File: src/rtl/int_sequencer.sv
// int_sequencer: arbitrates reset, edge NMI, masked level IRQ channels and BRK at
// instruction boundaries, and drives the control FSM's interrupt sequence.
module int_sequencer #(
    parameter int NUM_IRQ = 4,
    parameter int ID_W = (NUM_IRQ > 1) ? $clog2(NUM_IRQ) : 1,
    parameter logic [15:0] RST_VEC = 16'hFFFC,
    parameter logic [15:0] NMI_VEC = 16'hFFFA,
    parameter logic [15:0] IRQ_VEC = 16'hFFFE
) (
    input  logic               phi1,
    input  logic               rst,
    input  logic               rst_req,
    input  logic               nmi_n,
    input  logic [NUM_IRQ-1:0] irq_n,
    input  logic [NUM_IRQ-1:0] irq_en,
    input  logic               i_flag,
    input  logic               brk_op,
    input  logic               boundary,
    input  logic               done,
    output logic               take,
    output logic [1:0]         int_type,
    output logic [15:0]        vector,
    output logic [ID_W-1:0]    irq_id,
    output logic               b_flag,
    output logic               rst_handled,
    output logic               nmi_handled,
    output logic               irq_handled,
    output logic               busy
);
    typedef enum logic [1:0] {RSTSEQ, IDLE, ACTIVE} stateT;

    stateT               state, stateN;
    logic                nmiPrev, nmiPend, nmiAccept;
    logic [NUM_IRQ-1:0]  irqReq;
    logic [ID_W-1:0]     irqSel, idN;
    logic                takeN, bN, rstHN, nmiHN, irqHN;
    logic [1:0]          typeN;
    logic [15:0]         vectorN;

    assign irqReq = ~irq_n & irq_en & {NUM_IRQ{~i_flag}};
    assign busy   = take;

    // Scan downward so the lowest requesting channel is the last to win.
    always_comb begin
        irqSel = '0;
        for (int k = NUM_IRQ - 1; k >= 0; k--)
            if (irqReq[k]) irqSel = ID_W'(k);
    end

    always_comb begin
        stateN    = state;
        takeN     = take;
        typeN     = int_type;
        vectorN   = vector;
        idN       = irq_id;
        bN        = b_flag;
        rstHN     = 1'b0;
        nmiHN     = 1'b0;
        irqHN     = 1'b0;
        nmiAccept = 1'b0;
        if (rst_req) begin
            // Reset preempts from any state; an aborted sequence never reports completion.
            stateN  = RSTSEQ;
            takeN   = 1'b1;
            typeN   = 2'd1;
            vectorN = RST_VEC;
            idN     = '0;
            bN      = 1'b0;
        end else begin
            case (state)
                RSTSEQ, ACTIVE: begin
                    if (done) begin
                        stateN = IDLE;
                        rstHN  = state == RSTSEQ;
                        nmiHN  = state == ACTIVE && int_type == 2'd2;
                        irqHN  = state == ACTIVE && int_type == 2'd3;
                        {takeN, typeN, vectorN, idN, bN} = '0;
                    end
                end
                default: begin
                    if (boundary && (nmiPend || |irqReq || brk_op)) begin
                        stateN    = ACTIVE;
                        takeN     = 1'b1;
                        nmiAccept = nmiPend;
                        typeN     = nmiPend ? 2'd2 : 2'd3;
                        vectorN   = nmiPend ? NMI_VEC : IRQ_VEC;
                        idN       = (!nmiPend && |irqReq) ? irqSel : '0;
                        bN        = !nmiPend && !(|irqReq);
                    end
                end
            endcase
        end
    end

    always_ff @(posedge phi1) begin
        if (rst) begin
            state       <= RSTSEQ;
            take        <= 1'b1;
            int_type    <= 2'd1;
            vector      <= RST_VEC;
            irq_id      <= '0;
            b_flag      <= 1'b0;
            rst_handled <= 1'b0;
            nmi_handled <= 1'b0;
            irq_handled <= 1'b0;
            nmiPrev     <= 1'b1;
            nmiPend     <= 1'b0;
        end else begin
            state       <= stateN;
            take        <= takeN;
            int_type    <= typeN;
            vector      <= vectorN;
            irq_id      <= idN;
            b_flag      <= bN;
            rst_handled <= rstHN;
            nmi_handled <= nmiHN;
            irq_handled <= irqHN;
            nmiPrev     <= nmi_n;
            nmiPend     <= (nmiPrev & ~nmi_n) | (nmiPend & ~nmiAccept);
        end
    end
endmodule
File: config.mk
export PLATFORM = sky130hd
export DESIGN_NAME = int_sequencer
export DESIGN_NICKNAME = d
export VERILOG_FILES = /design/src/rtl/int_sequencer.sv
export SDC_FILE = /design/constraint.sdc
export NUM_CORES = 1
export LEC_CHECK = 0
export ABC_AREA = 0
export CAP_MARGIN = 10
export CORE_MARGIN = 2
export CORE_UTILIZATION = 39
export CTS_CLUSTER_SIZE = 24
export DETAILED_ROUTE_END_ITERATION = 7
export GPL_TIMING_DRIVEN = 0
export HOLD_SLACK_MARGIN = 0.12
export PLACE_DENSITY = 0.83
export SLEW_MARGIN = 20
export SYNTH_ARGS = -nofsm -noshare
export SYNTH_HDL_FRONTEND = slang
export SYNTH_SLANG_ARGS = --single-unit
File: constraint.sdc
create_clock -name phi1 -period 2 [get_ports phi1]
set_input_delay 0.4 -clock phi1 [delete_from_list [all_inputs] [get_ports phi1]]
set_output_delay 0.4 -clock phi1 [all_outputs]
set_load 0.005 [all_outputs]
==> flow_summary.ini, run 1 <==
[placed_design]
port_buffers = 40
globalplace.congestion = 0.813
hpwlAfterDp_microns = 1290

[grt]
grt_pass1_wl_microns = 2280
antenna_found_initial = 0
grt.overflow.total = 0
grtUsageTotal_pct = 15.2
grt_pass1_vias = 544
grt_max_degree = 17

[synthesis]
avgSynthCellArea_sq_um = 9.32
yosysWarningCount = 0
ys.flop_type = dfxtp_1
synth_edf_count = 0
ys_ff_latch = 12
synth_area_sq_um = 708
async_flop_share_pct = 0
syn_nets = 92
ys_seq_area_share_pct = 33.9
yosysUniqueCellTypes = 27
synthCells = 76

[power]
clkPwrFrac_pct = 32.4
combPwrFrac_pct = 24.4
p_leak_nw = 0.493
internal_power_uw = 455
switchingPower_uw = 140
ir_drop_mv = 0.430
power_switching_share_pct = 23.5
seqPwrFrac_pct = 43.1
p_total_uw = 595
powerDensity_nw_per_um2 = 506

[detailed_routing]
ant_nets = 0
vias = 644
wl_microns = 1510
drt-initial-drc-count = 10
wl_per_cell_microns = 10.4
vias_per_cell = 4.44
drt_pass1_iterations = 4
drc_errors = 0

[cts]
worst_skew_pair.late_latency_ps = 280
cts_setup_buffers = 0
clockRootBuffer = clkbuf_4
h-tree-depth = 1
cts.reportedPaths.clkPinSlew_ps = 70
cts.sink_count = 12
cts_buffer_depth = 2
numCtsBuffers = 3
cts_tree = yes

[final_layout]
synthToLayoutAreaGrowth_pct = 66.3
layout-drive-gt1-share_pct = 27.5
fin_nets = 137
diodes = 0
final_cell_mix = 40 x clkdlybuf4s50_1, 18 x buf_4, 11 x dfxtp_1, 6 x nand2_1, 6 x nor2_1
final_common_cell = clkdlybuf4s50_1

[timing]
rsz0062_at_grt = no
drv_slew = 0
max_freq_mhz = 556
finalHoldViolCount = 0
finalSetupTns_ps = 0
period_share_pct = 90.0
fin_skew_ps = 3.18
period_minus_slack_ps = 1800
setup_viol_count_final = 0

[floorplanning]
start_util_pct = 41.5
dieWidth_microns = 46.6
pin_count = 42
rows = 15
core_sq_um = 1710
die-area_sq_um = 2170
die_y_microns = 46.6

[critical_path]
required_ps = 1600
start_kind = flop
cp_max_fo = 16
cp-end-kind = output port
arrival_ps = 1400
crit_type = reg2out

[job]
max_cap_viol_count = 0

[hold_path]
hp-class = reg2reg

[run_status]
status = complete, no violations
## synth_stat cells, types with 2 or more instances
cell      number  area share, %
o21ai_0        4            2.8
nand3_1        3            2.1
mux2i_1        2            2.8
a21oi_1        2            1.4
nor2_1         6            3.2
buf_4         18             19
nand2_1        6            3.2
or2_2          2            1.8
nand2b_1       2            1.8
nand2b_4       3            5.8
dfxtp_1       12             34
## cell families (layout without fill, tap and decap cells)
group	Yosys count	count (layout)	share of synthesized area [%]
simple gates	28	28	24.0
flops	12	12	33.9
mux	2	2	2.83
compound gates	14	14	19.1
buf+inv	19	63	19.6
other cells	1	1	0.530
## timing repair
action / 4_1_cts / 5_1_grt
hold buffers: 0 / 0
gates resized for setup: 0 / 1
setup endpoints to repair: 0 / 14
## routing by layer
layer  up-vias  track usage (%)  part of all wire, %
met1       278             15.6                   39
met3         7             3.92                  9.4
met4         0             10.0                  3.3
li1        327                -                    -
met5         -                0                    0
met2        32             26.9                   48
## area by class of cell
class	count	area, sq um
Timing Repair Buffer	40	400
Inverter	1	3.75
Fill cell	149	531
Clock buffer	4	36.3
Multi-Input combinational cell	45	329
Sequential cell	12	241
Buffer	18	135
Tap cell	25	31.3
## registers in the layout, indices dropped and copies added (netlist names)
| signal | flops |
|---|---|
| nmiPend | 1 |
| irq_id | 2 |
| vector | 2 |
| rst_handled | 1 |
| int_type | 1 |
| state | 1 |
| b_flag | 1 |
| nmiPrev | 1 |
| nmi_handled | 1 |
| irq_handled | 1 |
## power groups by stage
stage / Sequential [mW] / Clock, mW / Combinational (mW)
floorplan: 0.261 / 0 / 0.0653
global placement: 0.262 / 0 / 0.142
detailed placement: 0.263 / 0 / 0.146
CTS: 0.257 / 0.194 / 0.146
global route: 0.259 / 0.207 / 0.156
finish: 0.257 / 0.193 / 0.145
## critical path: stages (launching register included)
cell,delay (ps)
dfxtp_2,480
buf_4,150
clkdlybuf4s50_1,490
## per-stage QoR
step	area [sq um]	hold slack, ps	instances	setup slack, ps	utilization (%)
2_1_floorplan	708	425	76	709	-
6_report	1180	458	145	201	68.9
4_1_cts	1180	467	145	12.8	68.9
3_3_place_gp	1140	441	141	191	66.7
3_5_place_dp	1140	457	141	138	66.7
5_1_grt	1180	489	145	122	68.9
## path summary, 6_finish.rpt
path         startpoint    endpoint  slack, ps  cells past startpoint
max reg2reg     nmiPend   irq_id[1]        890                      2
min             nmiPrev     nmiPend        460                      2
min reg2reg     nmiPrev     nmiPend        460                      2
max          vector[14]  vector[11]        200                      2
(Power assumes the default switching activity.)
==> run 2: changes to the inputs <==
CORE_UTILIZATION = 33   (was 39)
PLACE_DENSITY = 0.75   (was 0.83)
clock period = 1.6 ns   (was 2 ns; I/O delays follow)
==> run 2 against run 1 <==
Effect of this change: hold slack got worse by 3.0 ps; die area grew 17%; design area rose by 2.6%; combinational power grew 27%; wire length increased by 12%; flip-flop and latch count did not move; critical path depth is the same; worst setup slack worse by 160 ps; clock skew rose by 1.6 ps; register-to-register slack worse by 410 ps; count of clock-buffer cells in the layout stayed put.
==> flow_summary.ini, run 2 (synthesis results as in run 1) <==
[floorplanning]
core_sq_um = 2000
die-area_sq_um = 2530
dieWidth_microns = 50.3
start_util_pct = 35.4
pin_count = 42
die_y_microns = 50.3
rows = 16

[hold_path]
hp-class = reg2reg

[grt]
grt.overflow.total = 0
grt_max_degree = 17
grtUsageTotal_pct = 13.1
antenna_found_initial = 0
grt_pass1_vias = 614
grt_pass1_wl_microns = 2620

[power]
seqPwrFrac_pct = 42.7
combPwrFrac_pct = 24.8
clkPwrFrac_pct = 32.5
internal_power_uw = 564
switchingPower_uw = 178
p_total_uw = 742
power_switching_share_pct = 24.0
powerDensity_nw_per_um2 = 615
ir_drop_mv = 0.432
p_leak_nw = 0.519

[detailed_routing]
ant_nets = 0
wl_per_cell_microns = 11.3
drt_pass1_iterations = 4
drt-initial-drc-count = 9
drc_errors = 0
vias = 658
wl_microns = 1680
vias_per_cell = 4.42

[final_layout]
largestRegisters = irq_id x2, vector x2
layout-drive-gt1-share_pct = 36.9
seq_area_sq_um = 249
fillCellCount = 184
multi_input_area_sq_um = 329
final_cell_mix = 26 x buf_4, 25 x clkdlybuf4s50_1, 9 x dfxtp_1, 7 x dlymetal6s2s_1
synthToLayoutAreaGrowth_pct = 70.5
stdcell_area_sq_um = 1210
diodes = 0
fin_nets = 139
final_common_cell = buf_4

[cts]
worst_skew_pair.late_latency_ps = 270
holdBufCountCts = 0
cts_tree = yes
h-tree-depth = 1
cts_buffer_depth = 2
clockRootBuffer = clkbuf_4
numCtsBuffers = 3
cts.sink_count = 12
cts.reportedPaths.clkPinSlew_ps = 70

[critical_path]
crit_type = reg2out
r2r_cells = 2
arrival_ps = 1240
r2r-end = b_flag
r2r_slack_ps = 480
required_ps = 1280
start_kind = flop
cp-end-kind = output port
endpoint = int_type[1]
timing.critical_path.from = vector[1]
r2r_start = nmiPend
cp_max_fo = 5

[timing]
rsz0062_at_grt = no
max_freq_mhz = 643
setup_viol_count_final = 0
finalSetupTns_ps = 0
fin_skew_ps = 4.75
worst_hold_slack_ps = 455
drv_slew = 0
period_share_pct = 97.3
finalHoldViolCount = 0
period_minus_slack_ps = 1560

[placed_design]
globalplace.congestion = 0.775
dpl_cell_area_sq_um = 1140
hpwlAfterDp_microns = 1240
port_buffers = 40

[job]
max_cap_viol_count = 0

[run_status]
status = complete, no violations
[run 2: cell count changes in the layout (fill, tap and decap cells not counted)]
cell,before,now
buf_4,18,26
buf_6,0,2
dfxtp_1,11,9
dlymetal6s2s_1,0,7
clkdlybuf4s50_1,40,25
dfxtp_4,0,2
[run 2: power by group through the flow]
stage	sequential [mW]	combinational [mW]	clock [mW]
floorplan	0.326	0.0817	0
global placement	0.327	0.178	0
detailed placement	0.328	0.181	0
CTS	0.321	0.179	0.248
global route	0.319	0.199	0.260
finish	0.317	0.184	0.241
[run 2: worst max-delay path, stage by stage (launching register included)]
cell and delay [ps]:
dfxtp_4 370, buf_4 100, clkdlybuf4s50_1 490
[run 2: how the worst min path moves through the flow]
stage	start	cells past startpoint	endpoint
6_report	int_type[0]	1	nmi_handled
5_1_grt	int_type[0]	1	nmi_handled
4_1_cts	int_type[0]	1	nmi_handled
3_5_place_dp	nmiPrev	2	nmiPend
3_3_place_gp	nmiPrev	2	nmiPend
2_1_floorplan	rst	1	nmiPend
[run 2: routing by layer]
metal | GRT usage [%] | vias to the layer above | part of all wire [%]
met2 | 22.1 | 27 | 50
li1 | - | 337 | -
met3 | 3.87 | 0 | 8.8
met5 | 0 | - | 0
met4 | 4.05 | 0 | 0
met1 | 15.8 | 294 | 41
[run 2: cell type report]
type / instances / area share, %
flip-flops and latches: 12 / 20.6
plain buffers: 18 / 11.2
inverters: 1 / 0.311
multi-input cells: 45 / 27.3
well taps: 27 / 2.80
clock buffers: 4 / 3.01
repair buffers: 42 / 34.8
[run 2: through the flow]
| stage | utilization, % | instances | setup slack (ps) |
|---|---|---|---|
| global route | 60.3 | 149 | 9.94 |
| detailed placement | 57.1 | 143 | -186 |
| finish | 60.3 | 149 | 43.8 |
| floorplan | - | 76 | 389 |
| CTS | 58.4 | 147 | -50.0 |
| global placement | 57.1 | 143 | -133 |
[run 2: repair_timing]
action / in CTS / in global routing
setup endpoints to repair: 18 / 11
setup buffers: 0 / 2
gates resized for setup: 10 / 17
endpoints found under the hold margin: 0 / 0
